[config.mk]
export PLATFORM = sky130hd
export DESIGN_NAME = ptw_dmem_responder
export DESIGN_NICKNAME = d
export VERILOG_FILES = /design/src/rtl/mmu_pkg.sv /design/src/rtl/ptw_dmem_responder.sv
export SDC_FILE = /design/constraint.sdc
export NUM_CORES = 1
export LEC_CHECK = 0
export CAP_MARGIN = 20
export CORE_ASPECT_RATIO = 1.2
export CORE_UTILIZATION = 39
export DETAILED_ROUTE_END_ITERATION = 12
export HOLD_SLACK_MARGIN = 0.1
export PLACE_DENSITY = 0.81
export SLEW_MARGIN = 0
export SYNTH_ARGS = -nofsm -noshare
export SYNTH_HDL_FRONTEND = slang
export SYNTH_SLANG_ARGS = --single-unit
[constraint.sdc]
create_clock -name clk_i -period 2.23 [get_ports clk_i]
set_input_delay 0.669 -clock clk_i [delete_from_list [all_inputs] [get_ports clk_i]]
set_output_delay 0.669 -clock clk_i [all_outputs]
set_load 0.02 [all_outputs]
[src/rtl/mmu_pkg.sv]
// Shared MMU types: walker <-> dmem request/response bundles,
// dmem command encodings and the PTE-read responder state set.
package mmu_pkg;

    localparam int SIZE_VADDR = 39;

    // Command / access-type encodings shared by walker and responder
    localparam logic [4:0] M_XRD = 5'b00000;
    localparam logic [3:0] MT_D  = 4'b0011;

    typedef struct packed {
        logic                valid;
        logic [SIZE_VADDR:0] addr;
        logic [4:0]          cmd;
        logic [3:0]          typ;
        logic                kill;
        logic                phys;
        logic [63:0]         data;
    } ptw_dmem_req_t;

    typedef struct packed {
        ptw_dmem_req_t req;
    } ptw_dmem_comm_t;

    typedef struct packed {
        logic        valid;
        logic        nack;
        logic [63:0] data;
    } dmem_ptw_resp_t;

    typedef struct packed {
        logic           dmem_ready;
        dmem_ptw_resp_t resp;
    } dmem_ptw_comm_t;

    typedef enum logic [2:0] {
        PR_IDLE  = 3'd0,
        PR_ISSUE = 3'd1,
        PR_WAIT  = 3'd2,
        PR_RESP  = 3'd3,
        PR_NACK  = 3'd4
    } ptw_resp_state_t;

    // Only aligned, physical, doubleword reads are serviced
    function automatic logic is_pte_read(
        input ptw_dmem_req_t r
    );
        return (r.cmd == M_XRD) &&
               (r.typ == MT_D) &&
               r.phys &&
               (r.addr[2:0] == 3'b000);
    endfunction

endpackage

[src/rtl/ptw_dmem_responder.sv]
// PTW dmem responder: forwards one PTE read at a time to memory.
// Ports: walker req/resp structs, mem_req/addr/gnt/rvalid/rdata/err.
module ptw_dmem_responder
    import mmu_pkg::*;
#(
    parameter int TIMEOUT_CYCLES = 64,
    parameter int MEM_ADDR_W     = SIZE_VADDR + 1
) (
    input  logic                  clk_i,
    input  logic                  rstn_i,
    input  ptw_dmem_comm_t        ptw_dmem_comm_i,
    output dmem_ptw_comm_t        dmem_ptw_comm_o,
    output logic                  mem_req_o,
    output logic [MEM_ADDR_W-1:0] mem_addr_o,
    input  logic                  mem_gnt_i,
    input  logic                  mem_rvalid_i,
    input  logic [63:0]           mem_rdata_i,
    input  logic                  mem_err_i
);

    localparam int CNT_W = $clog2(TIMEOUT_CYCLES);
    localparam logic [CNT_W-1:0] CNT_LAST =
        CNT_W'(TIMEOUT_CYCLES - 1);

    ptw_resp_state_t       r_state;
    ptw_resp_state_t       w_state_nxt;
    logic                  r_stale;
    logic [CNT_W-1:0]      r_cnt;
    logic [MEM_ADDR_W-1:0] r_addr;
    logic [63:0]           r_data;

    ptw_dmem_req_t w_req;
    logic          w_legal;
    logic          w_issue;
    logic          w_rv_live;
    logic          w_timeout;
    logic          w_stale_set;
    logic          w_cnt_clr;
    logic          w_cnt_inc;
    logic          w_latch_addr;
    logic          w_latch_data;
    logic          w_unused_wdata;

    assign w_req          = ptw_dmem_comm_i.req;
    assign w_legal        = is_pte_read(w_req);
    assign w_unused_wdata = ^w_req.data;

    // A stale transaction must drain before a new one goes out
    assign w_issue   = (r_state == PR_ISSUE) && !r_stale;
    // rvalid while stale belongs to the abandoned transaction
    assign w_rv_live = mem_rvalid_i && !r_stale;
    assign w_timeout = (r_cnt == CNT_LAST);

    always_ff @(posedge clk_i or negedge rstn_i) begin
        if (!rstn_i) begin
            r_state <= PR_IDLE;
        end else begin
            r_state <= w_state_nxt;
        end
    end

    always_comb begin
        w_state_nxt     = r_state;
        w_stale_set     = 1'b0;
        w_cnt_clr       = 1'b0;
        w_cnt_inc       = 1'b0;
        w_latch_addr    = 1'b0;
        w_latch_data    = 1'b0;
        dmem_ptw_comm_o = '0;
        mem_req_o       = 1'b0;
        mem_addr_o      = '0;

        unique case (r_state)
            PR_IDLE: begin
                dmem_ptw_comm_o.dmem_ready = 1'b1;
                if (w_req.valid) begin
                    w_latch_addr = 1'b1;
                    w_state_nxt  = w_legal ? PR_ISSUE
                                           : PR_NACK;
                end
            end
            PR_ISSUE: begin
                mem_req_o  = w_issue;
                mem_addr_o = r_addr;
                if (w_issue && mem_gnt_i) begin
                    w_cnt_clr = 1'b1;
                    if (w_req.kill) begin
                        // granted but abandoned: data still owed
                        w_stale_set = 1'b1;
                        w_state_nxt = PR_IDLE;
                    end else begin
                        w_state_nxt = PR_WAIT;
                    end
                end else if (w_req.kill) begin
                    w_state_nxt = PR_IDLE;
                end
            end
            PR_WAIT: begin
                w_cnt_inc = 1'b1;
                // data arriving beats both kill and timeout
                if (w_rv_live) begin
                    if (w_req.kill) begin
                        w_state_nxt = PR_IDLE;
                    end else if (mem_err_i) begin
                        w_state_nxt = PR_NACK;
                    end else begin
                        w_latch_data = 1'b1;
                        w_state_nxt  = PR_RESP;
                    end
                end else if (w_req.kill) begin
                    w_stale_set = 1'b1;
                    w_state_nxt = PR_IDLE;
                end else if (w_timeout) begin
                    w_stale_set = 1'b1;
                    w_state_nxt = PR_NACK;
                end
            end
            PR_RESP: begin
                dmem_ptw_comm_o.resp.valid = 1'b1;
                dmem_ptw_comm_o.resp.data  = r_data;
                w_state_nxt = PR_IDLE;
            end
            PR_NACK: begin
                dmem_ptw_comm_o.resp.nack = 1'b1;
                w_state_nxt = PR_IDLE;
            end
            default: begin
                w_state_nxt = PR_IDLE;
            end
        endcase
    end

    always_ff @(posedge clk_i or negedge rstn_i) begin
        if (!rstn_i) begin
            r_stale <= 1'b0;
            r_cnt   <= '0;
            r_addr  <= '0;
            r_data  <= '0;
        end else begin
            if (w_stale_set) begin
                r_stale <= 1'b1;
            end else if (r_stale && mem_rvalid_i) begin
                r_stale <= 1'b0;
            end
            if (w_cnt_clr) begin
                r_cnt <= '0;
            end else if (w_cnt_inc) begin
                r_cnt <= r_cnt + CNT_W'(1);
            end
            if (w_latch_addr) begin
                r_addr <= MEM_ADDR_W'(w_req.addr);
            end
            if (w_latch_data) begin
                r_data <= mem_rdata_i;
            end
        end
    end

endmodule

==> impl_results.md, run 1 <==
* Status: finished, violations left
* Violated checks: negative setup slack
* Final setup margin at -0.180 ns
* WL final at 15300 um
* Internal at 5.15 mW
* Setup Skew at 0.00757 ns
* Max cap viols at 0
* Hold slack at 0.252 ns
* Global-route wire length before repair at 21800 um
* Vias in the first global route at 4439
* Fin crit period at 2.41 ns
* Die ar. at 13800 um2
* FP Rows at 45
* Leakage at 4.26 nW
* YS warnings at 0
* Design Area, Final at 8880 um2
* Switching Fraction at 23.4%
* Synth area leader: dfrtp_1
* Clock slew at reported path FFs at 0.06 ns
* Comb pwr share at 14.9%
* Wire per inst at 18.2 um
* Initial antenna violation count at 0
* Antenna cells at 0
* Tcrit/Tclk final at 108%
* CTS tree: built
* Count leader, synth: dfrtp_1
* Clk Latency, worst-skew pair at 0.41 ns
* Clock Power Share at 45.2%
* CP Max Fanout at 6
* Synthesized area at 5210 um2
* Slew headroom at 65.7%
* Sequential share of power at 39.9%
* Gate Count Post-Synth at 406
* Register area share after synthesis at 54.7%
* Clk root buf: clkbuf_16
* # IOs at 293
* Yosys cell types at 34
* Top_reg_cell synth: dfrtp_1
* EDFF count, synth at 0
* Routability Congestion at 0.761
* Synth top area share at 54.7%
* TritonCTS buffer count at 17
* Port buffer count at 228
* DRT iter0 DRCs at 93
* Clk sinks at 114
* Worst path required time at 1.56 ns
* Worst path bufs/invs at 4
* Worst Setup Start Kind: flop
* Width of the die at 108 um
* DP HPWL at 9880 um
* CTS max path bufs at 2
* Critical Path Most Common Cell: buf_6
* Starting Density at 40.6%
* Max stage delay on crit path at 0.43 ns
* Layout cell share with drive strength beyond 1 at 44.9%
* WP data arrival at 1.74 ns
* Core area at 12800 um2
* Seq. cell area at 2850 um2
* Final net count at 850
* Worst reg2reg setup slack at 0.30 ns
* DRC violation count after routing at 0
* Min-delay worst type: in2async
* # fillers at 919
* Hold-fix buffers at CTS at 0
* CP cell instances: nor3b_4, buf_6, buf_8, buf_12, and2_1, buf_6
* Hold Fails Final Rpt at 0
* Inst Count DP at 792
* Actual slew at the worst max-slew pin at 0.513 ns
* Post-synth top cells: dfrtp_1 (114), and2_1 (104), mux2_2 (53)
* Pre-antenna DRT Iters at 4
* RSZ-0062 raised after global routing: yes
* Syn nets at 592
* Multi-input logic area at 2390 um2
* Die H at 129 um
* Synth top area cells: dfrtp_1 (55%), and2_1 (12%), mux2_2 (11%)
* Vias per cell at 4.88
* Placed inst area at 7800 um2
* Worst VDD drop at 0.000630 V
* Fin. max-slew vios at 0
* CP max-delay cell: dfrtp_1
* Total grt overflow at 0
* Crit Path Class: reg2out
* Final Non-Filler Cells at 841
* #FFs+latches synth at 114
* Largest net degree at the start of global routing at 63
* Crit path capture type: primary output
* Setup-failing EPs final at 105
* Syn avg cell area at 12.8 um2
* Aggregate global-route resource usage at 21.0%
* CTS HTree Levels at 4
* Post-route ant nets at 0
* Vias at 4108
* Layout area overhead at 70.2%
* Ys async rst share at 100%
* Pwr per Cell Area at 757 nW/um2
* Switching pwr at 1.57 mW
* Fmax at 0.415 GHz
* CP top delay family: buffers and inverters
## flip-flops by register name, indices dropped and copies added, names as in the netlist
| signal | cells |
|---|---|
| r_stale | 1 |
| r_cnt | 6 |
| r_data | 64 |
| r_addr | 40 |
| r_state | 3 |
## cell usage in the layout, fill, tap and decap left out, drive strengths merged
master         instances
a21oi                  3
a31oi                  1
and2                 105
and3                   1
and3b                  1
buf                  141
bufinv                 5
clkbuf                25
clkdlybuf4s50        119
clkinv                 3
clkinvlp               3
dfrtp                114
ha                     1
inv                    1
mux2                 104
mux2i                  1
nand2                  8
nand2b                 3
nand3                  2
nand4                  3
nand4b                 1
nor2                  10
nor2b                  3
nor3                   2
nor3b                  4
nor4b                  2
o211ai                 2
o21ai                  2
o41ai                  1
or4b                   1
xnor2                  2
xor2                   3
## layout make-up
type | count | share of cell area [%]
clock buffers | 20 | 5.15
well taps | 164 | 2.31
multi-input cells | 266 | 27.0
repair buffers | 265 | 31.1
flip-flops and latches | 114 | 32.2
clock inverters | 12 | 2.30
## per-layer routing
metal | share of wire (%) | GRT usage [%] | up-vias
li1 | - | - | 1878
met1 | 36 | 21.6 | 2007
met2 | 53 | 37.5 | 202
met3 | 9.5 | 9.17 | 21
met4 | 2.1 | 7.57 | 0
met5 | 0 | 0 | -
## power groups by stage
stage          clock network, mW  logic, mW  registers [mW]
6_report                    3.04       1.00            2.68
3_5_place_dp                   0       1.01            2.67
5_1_grt                     3.19       1.08            2.73
2_1_floorplan                  0      0.573            2.59
3_3_place_gp                   0      0.961            2.64
4_1_cts                     3.07      0.994            2.65
## metrics by stage
stage          worst slack, ns  TNS, ns  utilization (%)  power [mW]
2_1_floorplan            0.204        0                -        3.16
3_3_place_gp            -0.158   -13.32             60.8        3.60
3_5_place_dp            -0.176   -19.26             60.8        3.69
4_1_cts                 -0.233   -13.27             65.1        6.71
5_1_grt                 -0.236   -18.13             69.1        7.00
6_report                -0.180   -10.34             69.1        6.72
## timing repair
| item | 4_1_cts | 5_1_grt |
|---|---|---|
| setup endpoints to repair | 108 | 107 |
| gates resized for setup | 442 | 236 |
| cloned | 1 | 10 |
| pin swaps | 1 | 38 |
| buffers inserted | 3 | 4 |
## path summary, 6_finish.rpt
| kind | startpoint | to | depth (start not counted) |
|---|---|---|---|
| max | r_state[1] | mem_addr_o[27] | 6 |
| min | rstn_i | r_addr[32] | 2 |
| max reg2reg | r_state[1] | r_addr[28] | 7 |
| min reg2reg | r_data[18] | r_data[18] | 1 |
| max in group asynchronous | rstn_i | r_data[15] | 2 |
| min in group clk_i | r_data[18] | r_data[18] | 1 |
## kinds of logic (layout without fill, tap and decap cells)
group / Yosys count / count (layout) / synth area share, %
simple gates: 146 / 146 / 17.5
flops: 114 / 114 / 54.7
mux: 105 / 105 / 22.7
buf+inv: 26 / 297 / 3.00
compound gates: 9 / 9 / 1.06
xor+xnor: 5 / 5 / 0.840
fa+ha+maj: 1 / 1 / 0.240
Note: power is estimated with default switching activity, not from simulation.
==> run 2, diff against run 1 <==
--- a/config.mk
+++ b/config.mk
@@ -5,7 +5,6 @@
 export SDC_FILE = /design/constraint.sdc
 export NUM_CORES = 1
 export LEC_CHECK = 0
-export CAP_MARGIN = 20
 export CORE_ASPECT_RATIO = 1.2
 export CORE_UTILIZATION = 39
 export DETAILED_ROUTE_END_ITERATION = 12
==> results of run 2 <==
Same layout as run 1: the final DEF is identical, and so are final timing and power.
